### src/rtl/softmax_recip_pkg.sv
// Shared definitions for the softmax datapath: FSM states, fixed-point constants
// and the accumulator width helper used by the reciprocal and multiplier stages.
package softmax_recip_pkg;

    typedef enum logic [1:0] {
        ACC,
        DIV,
        HOLD
    } state_t;

    localparam int FRAC_BITS_DEF = 16;
    localparam int ONE = 1 << FRAC_BITS_DEF;

    // Worst case is N_MAX full-scale elements, so log2(N_MAX) extra bits suffice.
    function automatic int acc_w(input int width, input int n_max);
        return width + $clog2(n_max);
    endfunction

endpackage

### src/rtl/softmax_recip_if.sv
// Streaming input and coefficient output bundle of the softmax reciprocal stage.
interface softmax_recip_if
    import softmax_recip_pkg::*;
#(
    parameter int WIDTH = 32,
    parameter int SHIFT = 16,
    parameter int N_MAX = 64
);
    localparam int ACC_W = acc_w(WIDTH, N_MAX);

    logic [WIDTH-1:0] DAT_IN;
    logic             DAT_IN_VALID;
    logic             DAT_IN_LAST;
    logic             DAT_IN_READY;
    logic [SHIFT-1:0] SHIFT_VAL;
    logic             SHIFT_VALID;
    logic             SHIFT_READY;
    logic [ACC_W-1:0] SUM_OUT;
    logic             SAT;

    modport master (
        output DAT_IN, DAT_IN_VALID, DAT_IN_LAST, SHIFT_READY,
        input  DAT_IN_READY, SHIFT_VAL, SHIFT_VALID, SUM_OUT, SAT
    );

    modport slave (
        input  DAT_IN, DAT_IN_VALID, DAT_IN_LAST, SHIFT_READY,
        output DAT_IN_READY, SHIFT_VAL, SHIFT_VALID, SUM_OUT, SAT
    );

endinterface

### src/rtl/softmax_recip_div.sv
// Serial restoring divider: one quotient bit per clock, MSB first, ITER bits total.
module softmax_recip_div #(
    parameter int ACC_W = 38,
    parameter int ITER  = 16
) (
    input  logic             clk,
    input  logic             rst,
    input  logic             start,
    input  logic [ACC_W-1:0] numerator,
    input  logic [ACC_W-1:0] divisor,
    output logic [ITER-1:0]  quotient,
    output logic             done
);
    localparam int CW = $clog2(ITER);

    logic [ACC_W-1:0] rem;
    logic [ACC_W-1:0] dvs;
    logic [CW-1:0]    cnt;
    logic             busy;
    logic [ACC_W:0]   rem_sh;
    logic [ACC_W:0]   diff;
    logic             ge;
    logic [ACC_W-1:0] rem_nx;

    // Remainder stays below the divisor, so the doubled value fits in ACC_W+1
    // bits and the sign of the trial difference is the compare result.
    always_comb begin
        rem_sh = {rem, 1'b0};
        diff   = rem_sh - {1'b0, dvs};
        ge     = ~diff[ACC_W];
        rem_nx = ge ? diff[ACC_W-1:0] : rem_sh[ACC_W-1:0];
        done   = busy && (cnt == CW'(ITER - 1));
    end

    always_ff @(posedge clk or posedge rst) begin
        if (rst) begin
            rem      <= '0;
            dvs      <= '0;
            cnt      <= '0;
            busy     <= 1'b0;
            quotient <= '0;
        end else if (start) begin
            rem      <= numerator;
            dvs      <= divisor;
            cnt      <= '0;
            busy     <= 1'b1;
            quotient <= '0;
        end else if (busy) begin
            rem      <= rem_nx;
            quotient <= {quotient[ITER-2:0], ge};
            cnt      <= cnt + 1'b1;
            if (done)
                busy <= 1'b0;
        end
    end

endmodule

### src/rtl/softmax_recip.sv
// Accumulates one vector of exponentials and emits floor(2^SHIFT*ONE/SUM) as a coefficient.
// Build option SOFTMAX_RECIP_ROUND_EN: one guard bit and round-half-up of the coefficient.
module softmax_recip
    import softmax_recip_pkg::*;
#(
    parameter int WIDTH     = 32,
    parameter int FRAC_BITS = FRAC_BITS_DEF,
    parameter int SHIFT     = 16,
    parameter int N_MAX     = 64
) (
    input logic            CLK,
    input logic            RST,
    softmax_recip_if.slave bus
);
    localparam int ACC_W = acc_w(WIDTH, N_MAX);
    localparam int CNT_W = $clog2(N_MAX);
`ifdef SOFTMAX_RECIP_ROUND_EN
    localparam int ITER = SHIFT + 1;
`else
    localparam int ITER = SHIFT;
`endif
    localparam logic [ACC_W-1:0] ONE_W = {{(ACC_W-1){1'b0}}, 1'b1} << FRAC_BITS;

    state_t           state_q, state_d;
    logic [ACC_W-1:0] acc_q;
    logic [CNT_W-1:0] cnt_q;
    logic             sat_q;
    logic             hs;
    logic             vec_end;
    logic [ACC_W-1:0] acc_nx;
    logic             sat_nx;
    logic [ACC_W-1:0] div_dvs;
    logic [ITER-1:0]  quot;
    logic             div_done;
    logic [SHIFT-1:0] coef;
`ifdef SOFTMAX_RECIP_ROUND_EN
    logic [SHIFT:0]   rounded;
`endif

    always_comb begin
        hs      = bus.DAT_IN_VALID && (state_q == ACC);
        acc_nx  = acc_q + ACC_W'(bus.DAT_IN);
        vec_end = hs && (bus.DAT_IN_LAST || (cnt_q == CNT_W'(N_MAX - 1)));
        sat_nx  = (acc_nx <= ONE_W);
        // A saturating sum (including zero) never reaches the divider as divisor.
        div_dvs = sat_nx ? '1 : acc_nx;
    end

    softmax_recip_div #(
        .ACC_W (ACC_W),
        .ITER  (ITER)
    ) u_div (
        .clk       (CLK),
        .rst       (RST),
        .start     (vec_end),
        .numerator (ONE_W),
        .divisor   (div_dvs),
        .quotient  (quot),
        .done      (div_done)
    );

    always_comb begin
`ifdef SOFTMAX_RECIP_ROUND_EN
        rounded = {1'b0, quot[ITER-1:1]} + (SHIFT + 1)'(quot[0]);
        coef    = rounded[SHIFT] ? '1 : rounded[SHIFT-1:0];
`else
        coef    = quot;
`endif
        if (sat_q)
            coef = '1;
    end

    always_comb begin
        state_d = state_q;
        case (state_q)
            ACC:     if (vec_end) state_d = DIV;
            DIV:     if (div_done) state_d = HOLD;
            HOLD:    if (bus.SHIFT_READY) state_d = ACC;
            default: state_d = ACC;
        endcase
    end

    always_comb begin
        bus.DAT_IN_READY = (state_q == ACC);
        bus.SHIFT_VALID  = (state_q == HOLD);
        bus.SHIFT_VAL    = (state_q == HOLD) ? coef : '0;
        bus.SUM_OUT      = acc_q;
        bus.SAT          = sat_q;
    end

    always_ff @(posedge CLK or posedge RST) begin
        if (RST) begin
            state_q <= ACC;
            acc_q   <= '0;
            cnt_q   <= '0;
            sat_q   <= 1'b0;
        end else begin
            state_q <= state_d;
            if (hs) begin
                acc_q <= acc_nx;
                cnt_q <= vec_end ? '0 : cnt_q + 1'b1;
                if (vec_end)
                    sat_q <= sat_nx;
            end
            if ((state_q == HOLD) && bus.SHIFT_READY) begin
                acc_q <= '0;
                cnt_q <= '0;
                sat_q <= 1'b0;
            end
        end
    end

endmodule

### src/flat_wrapper.sv
// flat-port wrapper written by rule: the top's interface ports become plain ports
module softmax_recip_flat import softmax_recip_pkg::*;
#(
    parameter int WIDTH     = 32,
    parameter int FRAC_BITS = FRAC_BITS_DEF,
    parameter int SHIFT     = 16,
    parameter int N_MAX     = 64
)
  (CLK, RST, bus_DAT_IN, bus_DAT_IN_VALID, bus_DAT_IN_LAST, bus_SHIFT_READY, bus_DAT_IN_READY, bus_SHIFT_VAL, bus_SHIFT_VALID, bus_SUM_OUT, bus_SAT);
  softmax_recip_if #(.WIDTH(WIDTH), .SHIFT(SHIFT), .N_MAX(N_MAX)) bus_i ();
  input logic CLK;
  input logic RST;
  input wire logic [$bits(bus_i.DAT_IN)-1:0] bus_DAT_IN;
  input wire logic [$bits(bus_i.DAT_IN_VALID)-1:0] bus_DAT_IN_VALID;
  input wire logic [$bits(bus_i.DAT_IN_LAST)-1:0] bus_DAT_IN_LAST;
  input wire logic [$bits(bus_i.SHIFT_READY)-1:0] bus_SHIFT_READY;
  output wire logic [$bits(bus_i.DAT_IN_READY)-1:0] bus_DAT_IN_READY;
  output wire logic [$bits(bus_i.SHIFT_VAL)-1:0] bus_SHIFT_VAL;
  output wire logic [$bits(bus_i.SHIFT_VALID)-1:0] bus_SHIFT_VALID;
  output wire logic [$bits(bus_i.SUM_OUT)-1:0] bus_SUM_OUT;
  output wire logic [$bits(bus_i.SAT)-1:0] bus_SAT;
  assign bus_i.DAT_IN = bus_DAT_IN;
  assign bus_i.DAT_IN_VALID = bus_DAT_IN_VALID;
  assign bus_i.DAT_IN_LAST = bus_DAT_IN_LAST;
  assign bus_i.SHIFT_READY = bus_SHIFT_READY;
  assign bus_DAT_IN_READY = bus_i.DAT_IN_READY;
  assign bus_SHIFT_VAL = bus_i.SHIFT_VAL;
  assign bus_SHIFT_VALID = bus_i.SHIFT_VALID;
  assign bus_SUM_OUT = bus_i.SUM_OUT;
  assign bus_SAT = bus_i.SAT;
  softmax_recip #(.WIDTH(WIDTH), .FRAC_BITS(FRAC_BITS), .SHIFT(SHIFT), .N_MAX(N_MAX)) u_core (.CLK(CLK), .RST(RST), .bus(bus_i));
endmodule
### config.mk
export PLATFORM = sky130hd
export DESIGN_NAME = softmax_recip_flat
export DESIGN_NICKNAME = d
export VERILOG_FILES = /design/src/rtl/softmax_recip_pkg.sv /design/src/rtl/softmax_recip_if.sv /design/src/rtl/softmax_recip_div.sv /design/src/rtl/softmax_recip.sv /design/src/flat_wrapper.sv
export SDC_FILE = /design/constraint.sdc
export NUM_CORES = 1
export LEC_CHECK = 0
export ABC_AREA = 1
export BUFFER_PORTS_ARGS = -buffer_cell sky130_fd_sc_hd__buf_4
export CORE_UTILIZATION = 55
export DETAILED_ROUTE_END_ITERATION = 6
export HOLD_SLACK_MARGIN = 0.05
export PLACE_DENSITY = 0.78
export SETUP_SLACK_MARGIN = 0.5
export SLEW_MARGIN = 20
export SYNTH_ARGS = -nofsm -noshare
export SYNTH_HDL_FRONTEND = slang
export SYNTH_HIERARCHICAL = 1
export SYNTH_SLANG_ARGS = --single-unit
### constraint.sdc
create_clock -name CLK -period 9 [get_ports CLK]
set_clock_uncertainty 0.15 [all_clocks]
set_input_delay 0.9 -clock CLK [delete_from_list [all_inputs] [get_ports CLK]]
set_output_delay 0.9 -clock CLK [all_outputs]
set_load 0.005 [all_outputs]
==> results of run 1 <==
layer usage:
metal	vias to the layer above	track usage, %	part of all wire (%)
met5	-	0	0
met1	5954	40.97	43
li1	6445	-	-
met2	465	52.97	46
met4	0	16.59	4.6
met3	107	4.977	6.9
worst min path at each step:
stage                                          from                         to  slack (ns)  cells past startpoint
after detailed placement  u_core/u_div/quotient[15]  u_core/u_div/quotient[15]        0.33                      2
after CTS                                       RST  u_core/u_div/quotient[14]        0.32                      2
after floorplan           u_core/u_div/quotient[15]  u_core/u_div/quotient[15]        0.30                      2
after global placement    u_core/u_div/quotient[15]  u_core/u_div/quotient[15]        0.32                      2
final                                           RST   u_core/u_div/quotient[6]        0.33                      2
after global routing                            RST   u_core/u_div/quotient[8]        0.34                      2
cell usage after synthesis, types with 2 or more instances:
master | n | area (µm²)
xor2_1 | 10 | 87.58
nand3_1 | 132 | 660.6
fa_1 | 2 | 40.04
nand2_2 | 22 | 137.6
o21ai_0 | 109 | 545.5
nand2_1 | 662 | 2485
clkbuf_1 | 39 | 146.4
nand3_2 | 7 | 70.07
a21oi_1 | 57 | 285.3
o22ai_1 | 22 | 137.6
a31oi_1 | 2 | 12.51
nor2_1 | 174 | 653.1
buf_2 | 4 | 20.02
o21bai_1 | 13 | 97.59
o21ai_2 | 20 | 175.2
a21oi_2 | 2 | 17.52
conb_1 | 2 | 7.510
o21a_1 | 4 | 30.03
nor2_2 | 20 | 125.1
a21o_1 | 2 | 15.01
clkinv_1 | 2 | 7.510
dfrtp_1 | 144 | 3603
buf_6 | 9 | 101.4
xnor2_1 | 19 | 166.4
inv_2 | 15 | 56.30
nand3b_1 | 16 | 120.1
nor3_1 | 15 | 75.07
nand4_1 | 22 | 137.6
a22oi_1 | 38 | 285.3
ha_1 | 71 | 888.4
inv_1 | 323 | 1212
placed cells by master, fill, tap and decap left out, types with 4 or more instances in the layout:
master	instances
nor3_1	15
nand4_1	22
buf_4	103
inv_2	15
clkbuf_16	17
nand2_1	661
nand2_2	23
xnor2_1	19
dfrtp_1	144
nand3b_1	16
nand3_1	132
nor2_1	171
a22oi_1	38
clkinv_4	4
o21ai_2	20
nor2_2	22
clkinv_2	4
nand3_2	7
inv_1	321
o22ai_1	22
a21oi_1	57
xor2_1	10
ha_1	71
o21bai_1	13
o21a_1	4
o21ai_0	109
conb_1	38
cell type report:
| class | instances | area, µm² | area share, % |
|---|---|---|---|
| Tap cell | 280 | 350.3 | 2.494 |
| Multi-Input combinational cell | 1486 | 7463 | 53.13 |
| Timing Repair Buffer | 103 | 773.2 | 5.504 |
| Inverter | 340 | 1280 | 9.111 |
| Clock buffer | 19 | 442.9 | 3.153 |
| Clock inverter | 12 | 135.1 | 0.9619 |
| Sequential cell | 144 | 3603 | 25.65 |
state kept, by name, summed over array words and instances, names as in the netlist:
| signal | cells |
|---|---|
| u_core/bus.SUM_OUT | 38 |
| u_core/state_q | 2 |
| u_core/bus.SAT | 1 |
| u_core/u_div/cnt | 4 |
| u_core/u_div/busy | 1 |
| u_core/u_div/rem | 38 |
| u_core/cnt_q | 6 |
| u_core/u_div/dvs | 38 |
| u_core/u_div/quotient | 16 |
power by group:
| part | switching [mW] | internal, mW | leakage [nW] | total [mW] |
|---|---|---|---|---|
| registers | 0.249 | 0.971 | 1.78 | 1.22 |
| logic | 2.93 | 1.57 | 5.68 | 4.50 |
| clock network | 0.300 | 0.416 | 0.284 | 0.716 |
cells by family (layout without fill, tap and decap cells):
| logic type | Yosys count | after routing |
|---|---|---|
| flops | 144 | 144 |
| fa+ha+maj | 73 | 73 |
| xor+xnor | 29 | 29 |
| other cells | 2 | 38 |
| buf+inv | 393 | 474 |
| compound gates | 273 | 273 |
| simple gates | 1073 | 1073 |
metrics by stage:
| step | setup WS, ns | utilization, % | instances | hold slack (ns) |
|---|---|---|---|---|
| floorplan | 5.416 | - | 2023 | 0.3040 |
| global placement | 4.763 | 61.15 | 2353 | 0.3246 |
| detailed placement | 4.624 | 61.15 | 2353 | 0.3262 |
| CTS | 5.036 | 63.78 | 2384 | 0.3193 |
| global route | 4.688 | 63.78 | 2384 | 0.3382 |
| finish | 4.955 | 63.78 | 2384 | 0.3264 |
worst max-delay path: stages:
cell	delay (ns)
buf_4	0.08
ha_1	0.16
inv_1	0.07
fa_1	0.42
inv_1	0.07
nand3_1	0.08
nor2_1	0.16
nor2_1	0.09
inv_1	0.11
nand2_1	0.09
nand2_1	0.11
nand3_1	0.11
nand2_1	0.10
nand2_1	0.06
nand2_1	0.13
inv_1	0.05
nor2_1	0.09
nand3_1	0.51
buf_4	0.45
nor2_2	0.12
or2_1	0.11
nand2_1	0.05
o21ai_0	0.10
==> summary.txt, run 1 <==
Worst setup path
  – Worst endpoint required time: 9.19 ns
  – Crit Reg-Reg Startpoint: u_core/bus.SUM_OUT[0]
  – CP Class: primary input to flip-flop
  – R2R setup slack: 5.10 ns
  – CP max FO: 21
  – Nature of the critical path endpoint: flip-flop
  – CP endpoint: u_core/u_div/dvs[15]
  – Setup crit start: bus_DAT_IN[0]
  – R2R depth: 22
  – R2R Path End: u_core/u_div/dvs[15]
  – Worst Setup Start Kind: primary input
  – Data arrival, critical path: 4.23 ns

Floorplan
  – Die X: 152.6 µm
  – Core area: 0.02203 mm²
  – Initial core utilization: 56.64%
  – Die height: 152.6 µm
  – DIE AREA: 0.02329 mm²
  – I/O pins: 94
  – Cell Rows: 54

Outcome
  – Failing checks: DRC
  – Status: finished with violations

Synth
  – FFs w/ async S/R, synth: 100.0%
  – Post-synthesis sequential area ratio: 28.88%
  – Synth Cell Area: 0.01248 mm²
  – Post-synthesis compound-gate area fraction: 13.11%
  – Synthesized instance count: 1,987
  – Largest family of logic cells by synthesized area: simple AND/OR/NAND/NOR gates
  – Synth Area in Simple Gates: 35.97%
  – Post-synth cell types: 39
  – Post-synthesis mux area share: 0%
  – XOR/XNOR Fraction of Synth Area: 2.036%
  – Post-Synth Adder-Cell Area: 7.442%
  – FF+latch count, synth: 144
  – Mapped Avg Cell Area: 6.279 µm²
  – Prevailing post-synth register cell: dfrtp_1
  – Yosys synthesis warning count: 6
  – Number of synthesized flops with an enable pin: 0

Timing
  – Final setup viols: 0
  – Final period utilization: 44.94%
  – FMAX: 0.2472 GHz
  – Final hold violation count: 0
  – Minimum clock period: 4.045 ns
  – Setup TNS: 0 ns
  – Slew @ Worst Pin: 0.9225 ns
  – Relative slew slack: 38.50%
  – Unrepaired setup endpoints after global routing: no
  – Pins Over Slew Limit: 0

Routing
  – Vias: 12,970
  – DR vias/cell: 5.441
  – Initial DRC Count: 1,215
  – DRT Wirelength: 36,760 µm
  – Remaining DRCs: 11
  – Pre-antenna DRT Iters: 7
  – Post-route ant nets: 0
  – Wire length per cell: 15.42 µm

Job
  – Max-Cap Viols: 0

CTS
  – Hold Buf Count CTS: 0
  – Sink Count: 144
  – Clk_lat worst skew: 0.43 ns
  – Clk pin slew, worst setup/hold paths: 0.06 ns
  – CTS-repair resized insts: 0
  – Setup Buffers After CTS: 0
  – Max Root-Sink Buffers: 2
  – Clk root buf: clkbuf_16
  – TritonCTS clock tree: built
  – H-tree levels: 4
  – TritonCTS Buffers: 17

Worst hold path
  – Class of the worst hold path: primary input to asynchronous set/reset pin

Placed design
  – Dpl hpwl: 28,110 µm
  – RD Place Congestion: 1.055
  – Area after DPL: 0.01347 mm²
  – Port Buffers: 93

Global routing
  – Largest net degree at the start of global routing: 100
  – Overflow left after global routing: 0
  – Vias in the first global route: 12,530
  – Total GRT Usage: 32.19%
  – First-pass GRT wire length: 60,620 µm
  – Initial antenna violation count: 0

Final layout
  – Fillcell total: 2,113
  – Final Cell Area: 0.01405 mm²
  – Final nets: 2,202
  – Synthesis-to-layout area growth: 12.61%
  – Fraction of layout cells with a size suffix above 1: 10.74%
  – Ant. Diodes: 0

Power
  – Leak: 7.745 nW
  – Cell Pwr Density: 458.2 mW/mm²
  – Worst VDD drop: 0.0003482 V
  – Final Power: 6.437 mW
Note: power is estimated with default switching activity, not from simulation.
==> run 2, diff against run 1 <==
==> constraint.sdc (replaced) <==
create_clock -name CLK -period 3.96 [get_ports CLK]
set_clock_uncertainty 0.15 [all_clocks]
set_input_delay 0.396 -clock CLK [delete_from_list [all_inputs] [get_ports CLK]]
set_output_delay 0.396 -clock CLK [all_outputs]
set_load 0.005 [all_outputs]
==> run 2 against run 1 <==
  * The run still ends with DRC left
  * First-iteration DRC count fell by 13%
  * Critical path depth fell by 6
  * Combinational power rose by 130%
  * Count of clock-buffer cells in the layout fell by 1
  * Setup slack got worse by 4.3 ns
  * Final area rose by 2.1%
  * Utilization rose by 1.4 points
  * Global-route usage rose by 0.14 points
  * Sequential share of layout area fell by 0.53 points
  * Critical path type is now flip-flop to flip-flop
==> summary.txt, run 2 (synthesis results as in run 1) <==
Outcome
  – Status: finished with violations
  – Failing checks: DRC

Final layout
  – Final Cell Area: 0.01435 mm²
  – Commonest non-fill, non-tap cell in the layout: nand2_1
  – Final nets: 2,214
  – Area occupied by multi-input gates: 0.007522 mm²
  – Synthesis-to-layout area growth: 15.00%
  – Finished Layout Cells: 2,397
  – Commonest cells after routing, fill and taps aside: nand2_1, inv_1, nor2_1
  – Fillcell total: 2,050
  – Fraction of layout cells with a size suffix above 1: 12.00%
  – Ant. Diodes: 0
  – FF+latch area: 0.003603 mm²

CTS
  – Clk root buf: clkbuf_16
  – TritonCTS Buffers: 17
  – Max Root-Sink Buffers: 2
  – Sink Count: 144
  – Clk_lat worst skew: 0.43 ns
  – H-tree levels: 4
  – TritonCTS clock tree: built
  – Clk pin slew, worst setup/hold paths: 0.07 ns

Timing
  – Final hold violation count: 0
  – Relative slew slack: 28.70%
  – FMAX: 0.3023 GHz
  – Unrepaired setup endpoints after global routing: no
  – Slew @ Worst Pin: 1.069 ns
  – Minimum clock period: 3.308 ns
  – Final WS setup: 0.6517 ns
  – Final period utilization: 83.54%
  – Pins Over Slew Limit: 0
  – Final setup viols: 0
  – Setup TNS: 0 ns

Worst hold path
  – Hold path depth: 2
  – Class of the worst hold path: primary input to flip-flop

Routing
  – Post-route ant nets: 0
  – DRT Wirelength: 37,430 µm
  – Remaining DRCs: 11
  – Initial DRC Count: 1,054
  – DR vias/cell: 5.464
  – Pre-antenna DRT Iters: 7
  – Vias: 13,100
  – Wire length per cell: 15.62 µm

Placed design
  – Port Buffers: 93
  – Dpl hpwl: 28,020 µm
  – Placed Instances: 2,356
  – Area after DPL: 0.01352 mm²
  – RD Place Congestion: 1.023
  – Pre-CTS setup slack: 0.4507 ns

Worst setup path
  – R2R depth: 17
  – Worst endpoint required time: 4.14 ns
  – Worst Setup Start Kind: flip-flop
  – Nature of the critical path endpoint: flip-flop
  – Data arrival, critical path: 3.49 ns
  – CP max FO: 19
  – CP Class: flip-flop to flip-flop

Power
  – Seq pwr share: 18.5%
  – Net switching power: 8.017 mW
  – Leak: 7.867 nW
  – Clock network power share: 12.0%
  – Cell Pwr Density: 1042 mW/mm²
  – Comb pwr share: 69.5%
  – Sw frac: 53.62%
  – Worst VDD drop: 0.001001 V
  – Internal Power: 6.934 mW

Global routing
  – Vias in the first global route: 12,380
  – First-pass GRT wire length: 60,720 µm
  – Met3 GRT Util: 3.669%
  – Most Crowded Layer GR: met2
  – Largest net degree at the start of global routing: 117
  – Routing usage on met1: 42.60%
  – Overflow left after global routing: 0
  – Total GRT Usage: 32.33%
  – M2 GR Usage: 54.02%
  – Initial antenna violation count: 0

Job
  – Max-Cap Viols: 0

Floorplan
  – Core area: 0.02203 mm²
  – Cell Rows: 54
  – Die X: 152.6 µm
  – Die height: 152.6 µm
  – Initial core utilization: 56.64%
  – DIE AREA: 0.02329 mm²
  – I/O pins: 94
[run 2: cell types whose count changed in the layout (fill, tap and decap cells not counted), sizes merged]
cell | previous run | this run
buf | 103 | 111
dlygate4sd3 | 0 | 1
clkinvlp | 1 | 3
clkinv | 10 | 6
bufinv | 2 | 4
clkbuf | 19 | 21
inv | 339 | 341
[run 2: critical path, cell delays in order, from the launching register on]
cell,delay (ns)
dfrtp_1,0.41
ha_1,0.38
nand2_1,0.13
nor2_1,0.29
nand3_1,0.17
nand3_2,0.13
nand3_1,0.16
nand2_1,0.14
nand2_1,0.07
nand2_2,0.11
nand2_1,0.09
nor2_1,0.11
nand4_1,0.10
buf_4,0.19
clkbuf_16,0.20
o21ai_1,0.19
nand2_1,0.07
o21ai_0,0.11
[run 2: path summary, 6_finish.rpt]
| path | startpoint | endpoint | slack, ns |
|---|---|---|---|
| hold reg to reg | u_core/u_div/quotient[15] | u_core/u_div/quotient[15] | 0.34 |
| min in group asynchronous | RST | u_core/u_div/cnt[3] | 0.54 |
| setup reg to reg | u_core/bus.SUM_OUT[5] | u_core/u_div/dvs[37] | 0.65 |
| max in group asynchronous | RST | u_core/u_div/rem[29] | 2.36 |
| hold / removal | bus_SHIFT_READY | u_core/state_q[1] | 0.05 |
| setup / recovery | u_core/bus.SUM_OUT[5] | u_core/u_div/dvs[37] | 0.65 |
[run 2: power groups by stage]
stage / Combinational (mW) / Clock (mW) / Sequential (mW)
floorplan: 7.67 / 0 / 2.61
global placement: 9.87 / 0 / 2.75
detailed placement: 10.1 / 0 / 2.77
CTS: 10.2 / 1.81 / 2.76
global route: 11.7 / 1.87 / 2.86
finish: 10.4 / 1.79 / 2.77
[run 2: timing repair]
item,in CTS,in global routing
pin swaps,0,3
setup endpoints to repair,7,39
cloned,0,4
endpoints found under the hold margin,65,0
resized for setup,3,26
buffers inserted,0,4
hold buffers,1,0
[run 2: area by class of cell]
cell class | instances | area share [%]
timing repair buffer | 115 | 6.602
sequential | 144 | 25.12
inverter | 340 | 8.921
multi-input combinational | 1486 | 52.43
clock inverter | 14 | 1.430
clock buffer | 18 | 3.061
tap | 280 | 2.442
[run 2: through the flow]
stage	hold WS, ns	utilization [%]	total power, mW
CTS	0.05350	64.36	14.73
floorplan	0.3040	-	10.28
finish	0.05281	65.14	14.95
detailed placement	0.3281	61.37	12.85
global placement	0.3219	61.37	12.62
global route	0.08790	65.14	16.43
[run 2: routing by layer]
| layer | vias to the layer above | wire, µm |
|---|---|---|
| met3 | 89 | 2209 |
| met2 | 463 | 17510 |
| li1 | 6470 | - |
| met5 | - | 0 |
| met4 | 0 | 1465 |
| met1 | 6075 | 16250 |
